$ cat src/rtl/regs_wb_arbiter.sv
// Register-file write-port arbiter: in-order pipeline writeback has priority, late results queue and drain into idle slots.
// Optional same-cycle late bypass into an idle port when WB_LATE_BYPASS_EN is defined.
module regs_wb_arbiter #(
  parameter int DEPTH = 4
) (
  input  logic                       clk,
  input  logic                       rst,
  input  logic                       p_we,
  input  logic [4:0]                 p_waddr,
  input  logic [31:0]                p_wdata,
  input  logic                       l_valid,
  output logic                       l_ready,
  input  logic [4:0]                 l_waddr,
  input  logic [31:0]                l_wdata,
  output logic                       we,
  output logic [4:0]                 waddr,
  output logic [31:0]                wdata,
  output logic [31:0]                busy,
  output logic [$clog2(DEPTH):0]     count
);

  localparam int DATA_W = 32;
  localparam int ADDR_W = 5;
  localparam int PW     = $clog2(DEPTH);
  localparam int CW     = PW + 1;

  logic [ADDR_W-1:0] q_addr [DEPTH];
  logic [DATA_W-1:0] q_data [DEPTH];
  logic [DEPTH-1:0]  q_live;
  logic [PW-1:0]     rd_ptr;
  logic [PW-1:0]     wr_ptr;
  logic [CW-1:0]     cnt;

  logic p_act;
  logic head_occ;
  logic head_live;
  logic accept;
  logic bypass;
  logic push;
  logic pop;

  assign p_act     = p_we & (p_waddr != '0);
  assign head_occ  = (cnt != '0);
  assign head_live = head_occ & q_live[rd_ptr];
  assign l_ready   = !rst & (cnt < CW'(DEPTH));
  assign accept    = l_valid & l_ready;

`ifdef WB_LATE_BYPASS_EN
  assign bypass = !rst & !head_occ & !p_act & l_valid & (l_waddr != '0);
`else
  assign bypass = 1'b0;
`endif

  // Zero-register results are handshaken but never stored; a bypassed result is already written.
  assign push  = accept & (l_waddr != '0) & !bypass;
  // A dead head leaves in any cycle; a live head only when the pipeline leaves the port free.
  assign pop   = head_occ & (!p_act | !head_live);
  assign count = cnt;

  always_comb begin
    we    = 1'b0;
    waddr = '0;
    wdata = '0;
    if (!rst) begin
      if (p_act) begin
        we    = 1'b1;
        waddr = p_waddr;
        wdata = p_wdata;
      end else if (head_live) begin
        we    = 1'b1;
        waddr = q_addr[rd_ptr];
        wdata = q_data[rd_ptr];
      end else if (bypass) begin
        we    = 1'b1;
        waddr = l_waddr;
        wdata = l_wdata;
      end
    end
  end

  always_comb begin
    busy = '0;
    for (int i = 0; i < DEPTH; i++) begin
      if (q_live[i]) busy[q_addr[i]] = 1'b1;
    end
  end

  // Queue control: kill first, then pop, then push, so an entry written this edge stays live.
  always_ff @(posedge clk) begin
    if (rst) begin
      rd_ptr <= '0;
      wr_ptr <= '0;
      cnt    <= '0;
      q_live <= '0;
    end else begin
      if (p_act) begin
        for (int i = 0; i < DEPTH; i++) begin
          if (q_addr[i] == p_waddr) q_live[i] <= 1'b0;
        end
      end
      if (pop) begin
        q_live[rd_ptr] <= 1'b0;
        rd_ptr         <= rd_ptr + PW'(1);
      end
      if (push) begin
        q_live[wr_ptr] <= 1'b1;
        wr_ptr         <= wr_ptr + PW'(1);
      end
      case ({push, pop})
        2'b10:   cnt <= cnt + CW'(1);
        2'b01:   cnt <= cnt - CW'(1);
        default: cnt <= cnt;
      endcase
    end
  end

  always_ff @(posedge clk) begin
    if (push) begin
      q_addr[wr_ptr] <= l_waddr;
      q_data[wr_ptr] <= l_wdata;
    end
  end

endmodule

$ cat config.mk
export PLATFORM = sky130hd
export DESIGN_NAME = regs_wb_arbiter
export DESIGN_NICKNAME = d
export VERILOG_FILES = /design/src/rtl/regs_wb_arbiter.sv
export SDC_FILE = /design/constraint.sdc
export NUM_CORES = 1
export LEC_CHECK = 0
export ABC_AREA = 1
export CELL_PAD_IN_SITES_DETAIL_PLACEMENT = 1
export CELL_PAD_IN_SITES_GLOBAL_PLACEMENT = 2
export CORE_ASPECT_RATIO = 1.1
export CORE_UTILIZATION = 34
export CTS_CLUSTER_DIAMETER = 120
export DETAILED_ROUTE_END_ITERATION = 8
export GPL_TIMING_DRIVEN = 0
export HOLD_SLACK_MARGIN = 0.05
export PLACE_DENSITY = 0.83
export SYNTH_ARGS = -nofsm -noshare
export SYNTH_HDL_FRONTEND = slang
export SYNTH_SLANG_ARGS = --single-unit
$ cat constraint.sdc
create_clock -name clk -period 2.8 [get_ports clk]
set_input_delay 0.56 -clock clk [delete_from_list [all_inputs] [get_ports clk]]
set_output_delay 0.56 -clock clk [all_outputs]
set_load 0.005 [all_outputs]
# After elaboration in Yosys (flattened, before gate mapping)
# Memory sizes are Yosys's and may differ from the RTL's. A register that Yosys moved wholly into a read port is not among the register bits.
# Index checks and enable logic that the tools add are counted.
[word_totals]
n_memories = 2
output_inout_bits = 74
ff_bits = 11
input_bits = 78
mem_bits_rw = 148
elab_cells = 98
[memory_table]
columns = ["name", "words", "word_bits", "rd", "rd_ports_with_merged_regs", "write_ports", "line", "source"]
rows = [
  ["q_data", 4, 32, 1, 1, 1, "28", "logic [DATA_W-1:0] q_data [DEPTH];"],
  ["q_addr", 4, 5, 5, 1, 1, "27", "logic [ADDR_W-1:0] q_addr [DEPTH];"],
]
[classes]
addsub = 4
n_eq_ne = 6
order_cmp = 13
n_reduce_logical = 13
bitwise_logic = 13
muxes = 43
[ops]
columns = ["op", "n"]
rows = [
  ["$mux 32", 7],
  ["$or 32x32->32", 3],
  ["$lt 5x6->1 const B", 4],
  ["$demux 1 s5", 4],
  ["$eq 5x5->1", 4],
  ["$ge 5x1->1 const B", 4],
  ["$mux 4", 5],
  ["$mux 1", 16],
  ["$mux 5", 3],
  ["$reduce_bool 5->1", 2],
  ["$mux 2", 4],
  ["$and 1x1->1", 6],
  ["$logic_and 1x1->1", 6],
  ["$lt 2x3->1 const B", 2],
  ["$pmux 3 s2", 1],
  ["$add 2x1->2 const B", 2],
  ["$and 4x4->4", 1],
  ["$demux 1 s2", 2],
  ["$ge 2x1->1 const B", 2],
  ["$not 4->4", 1],
  ["$or 4x4->4", 1],
  ["$add 3x1->3 const B", 1],
  ["$logic_not 1->1", 3],
  ["$lt 3x3->1 const B", 1],
  ["7 further kinds", 7],
]

# Longest topological paths before layout
# An unclocked memory read counts as a cell.
[logic_depth]
ltp_word = 12
depth_mapped = 14
depth_no_buf = 14

# Worst setup path before layout
# No wires, ideal clock.
[synth_timing]
path_type = "input port to flip-flop"
startpoint = "in rst"
endpoint = "mem q_addr[0][0], enable pin"
path_buffers = 1
setup_ns = 0.392
arrival_time_ns = 1.998
path_stages = 6
required_time_ns = 2.408
setup_slack_ns = 0.411
path_cell_list = "buf_4 > nor3b_1 > nand2_1 > inv_1 > nand2_1 > inv_1"
[synth_between]
elab_chain_cells = 6
[synth_lines]
columns = ["element", "line", "source"]
rows = [
  ["start: declaration", "7", "input logic rst,"],
  ["$logic_not 1->1", "n/a", ""],
  ["$and 1x1->1", "45", "assign l_ready = !rst & (cnt < CW'(DEPTH));"],
  ["$and 1x1->1", "46", "assign accept = l_valid & l_ready;"],
  ["$and 1x1->1", "55", "assign push = accept & (l_waddr != '0) & !bypass;"],
  ["$mux 1", "118", "if (push) begin"],
  ["$mux 1 (not written as such)", "119", "q_addr[wr_ptr] <= l_waddr;"],
  ["end: declaration", "27", ""],
]
# Every way passes these cells.

# Worst setup path after layout
[layout_timing]
startpoint = "in p_waddr[3]"
endpoint = "out wdata[29]"
[layout_between]
elab_chain_cells = 4
[layout_lines]
columns = ["element", "line", "source"]
rows = [
  ["start: declaration", "9", "input logic [4:0] p_waddr,"],
  ["$reduce_bool 5->1", "42", "assign p_act = p_we & (p_waddr != '0);"],
  ["$and 1x1->1", "42", ""],
  ["$mux 32", "65", "if (p_act) begin"],
  ["$mux 32", "64", "if (!rst) begin"],
  ["end: declaration", "17", "output logic [31:0] wdata,"],
]
# Every way passes these cells.

==> impl_metrics.ini <==
[status]
status = complete, but fails checks
violations = setup timing

[synthesis]
synth_seq_cells = 161
yosysTopAreaCell = edfxtp_1
synth.distinct_cells = 36
yosys_most_used_dff = edfxtp_1
synth_top_cells_by_area = edfxtp_1, o221ai_1, o21ai_0
synthArstFlopShare_pct = 0
yosysSeqAreaShare_pct = 58.9
syn_area_sq_um = 7990
syn_nets = 827
synth.avg_cell_area_sq_um = 10.8
synthCells = 740
yosys_warnings = 0
synth_enable_flop_cells = 148
synth_top_area_share_pct = 55.6

[layout]
fin_util_pct = 47.8
nets = 1015
fin_cells = 1242
layout_common_cells = edfxtp_1, clkdlybuf4s50_1, nor2_1
area_delta_synth_final_pct = 37.3
final_common_cell = edfxtp_1
drive_gt1_share_pct = 15.2

[timing]
grt_setup_unrepaired = yes
fin_crit_sh_pct = 105
maxSlewViolCount = 0
report.final.hold_viol_count = 0
min_period_ns = 2.95
setup_viol_count_final = 31
hold_ws_ns = 0.373
tightest_slew_ns = 0.476
setup_ws_ns = -0.148
fmax_mhz = 339
skew_ns = 0.00557
slew_headroom_pct = 68.0

[setup_path]
endpoint_kind = primary output
path_cells = clkdlybuf4s18_2 > inv_2 > nand3_2 > nand2_4 > inv_4 > o21ai_4 > bufbuf_16 > nor2_2 > clkdlybuf4s50_1
cp_data_arrival_time_ns = 2.39
critPathKind = in -> out
critPathLaunchType = input pin
cp_max_fo = 7
critPathMaxStageDelay_ns = 0.44
crit_slowest_cell = clkdlybuf4s50_1
cp_data_required_time_ns = 2.24
worst-r2r-setup-slack_ns = 0.70

[die]
die_h_um = 163
rows = 58
core-area_sq_um = 22900
start_util_pct = 34.8
die_x_um = 148
io_pins = 152
dieArea_sq_um = 24100

[global_route]
grt_pass1_vias = 7004
grt_pass1_wl_um = 39500
antenna_found_initial = 2
gr-total-overflow = 0
grt_max_degree = 36
grt.total_usage_pct = 22.0

[power]
clockPowerShare_pct = 31.5
power.density_nw_per_um2 = 721
swShare_pct = 32.3
p_int_uw = 5350
irDropWorstVdd_mv = 0.536
combPwrFrac_pct = 31.9
p_leak_uw = 0.00379
total_power_uw = 7910
power.switching_uw = 2550
p_seq_share_pct = 36.6

[clocking]
cts-root-buf = clkbuf_16
clock_latency_ns = 0.43
clockBufferDepth = 2
cts_tree = yes
cts_sinks = 161
cts_htree_levels = 4
cts.clk_slew.worst_paths_ns = 0.06
cts_buffers = 17

[routing]
drt-vias-per-instance = 5.43
wl_um = 25900
drcViolationCount = 0
dr.first_iter.drc_count = 389
vias = 6749
antenna_left = 0
wl_per_cell_um = 20.8
drtPass1Iterations = 4

[place]
port_buffers = 146
gp_congestion = 0.880
dp_cells = 1190
dpl.hpwl_um = 17800

[min_path]
hold_class = in -> reg

[flow_run]
max-cap-violations = 0
==> layout make-up <==
cell class	count	area [sq um]
multi-input cells	487	2910
plain buffers	41	414
well taps	300	375
clock buffers	17	425
clock inverters	14	203
flip-flops and latches	161	4720
repair buffers	173	1730
inverters	47	186
diodes	2	5.00
fillers	2509	12000
==> per-stage QoR <==
stage / area, sq um / setup TNS, ns / worst slack (ns)
final: 11000 / -1.53 / -0.148
after global routing: 11000 / -6.05 / -0.246
after CTS: 10900 / -1.29 / -0.116
after detailed placement: 9900 / -18.48 / -0.487
after global placement: 9820 / -135.22 / -0.829
after floorplan: 7990 / 0 / 0.411
==> cells by family (layout without fill, tap and decap cells) <==
family                   after synthesis  count (layout)  synth area share (%)
AND/OR/NAND/NOR                      220             220                  12.4
buffers and inverters                 92             292                  5.45
XOR/XNOR                              18              18                  1.97
adder cells (fa/ha/maj)                9               9                  1.50
other                                  0               2                     0
flip-flops                           161             161                  58.9
AO/OA/AOI/OAI                        240             240                  19.8
==> power groups by stage <==
stage               logic (uW)  clock network, uW  registers (uW)
global route              2790               2590            2910
floorplan                 1300                  0            2900
finish                    2520               2490            2890
CTS                       2530               2520            2890
detailed placement        2210                  0            2920
global placement          2150                  0            2920
==> cells in the mapped netlist (5+ instances only) <==
library cell  number
ha_1               8
o21ai_1            7
nand3_1           50
edfxtp_1         148
xor2_1            12
o21ai_0          108
nor2_2             6
nor3_1             9
clkbuf_1          16
inv_1             41
a21oi_1           27
o221ai_1          64
inv_2              5
dfxtp_1           13
nand2_1           37
o22a_1            31
xnor2_1            6
buf_2             15
buf_6              6
nor2_1           105
buf_4              6
==> sequential cells by signal, summed over array words and instances, names as in the netlist, named ones only <==
name    cells
count       3
q_addr     20
q_data    128
q_live      4
rd_ptr      2
wr_ptr      2
==> critical path: cells and delay by family <==
family,cells,cell delay (ns)
buf+inv,5,1.23
compound gates,1,0.35
simple gates,3,0.24
==> timing repair <==
action,CTS,global route
gates resized for setup,110,14
hold buffers,0,0
pin swaps,11,2
setup endpoints to repair,63,66
buffers inserted,15,6
cloned,2,0
==> routing by layer <==
layer,track usage [%],wire length [um],up-vias,part of all wire (%)
li1,-,-,3157,-
met1,26.0,10800,3353,42
met2,39.4,13200,200,51
met3,3.70,1240,39,4.8
met4,9.28,631,0,2.4
met5,0,0,-,0
==> path summary, 6_finish.rpt <==
path,start,endpoint,cells past startpoint
min,rst,q_live[1],2
max reg2reg,count[2],q_data[0][28],6
max,p_waddr[3],wdata[29],9
min reg2reg,wr_ptr[0],wr_ptr[0],1
Power figures use the tool's default switching activity.
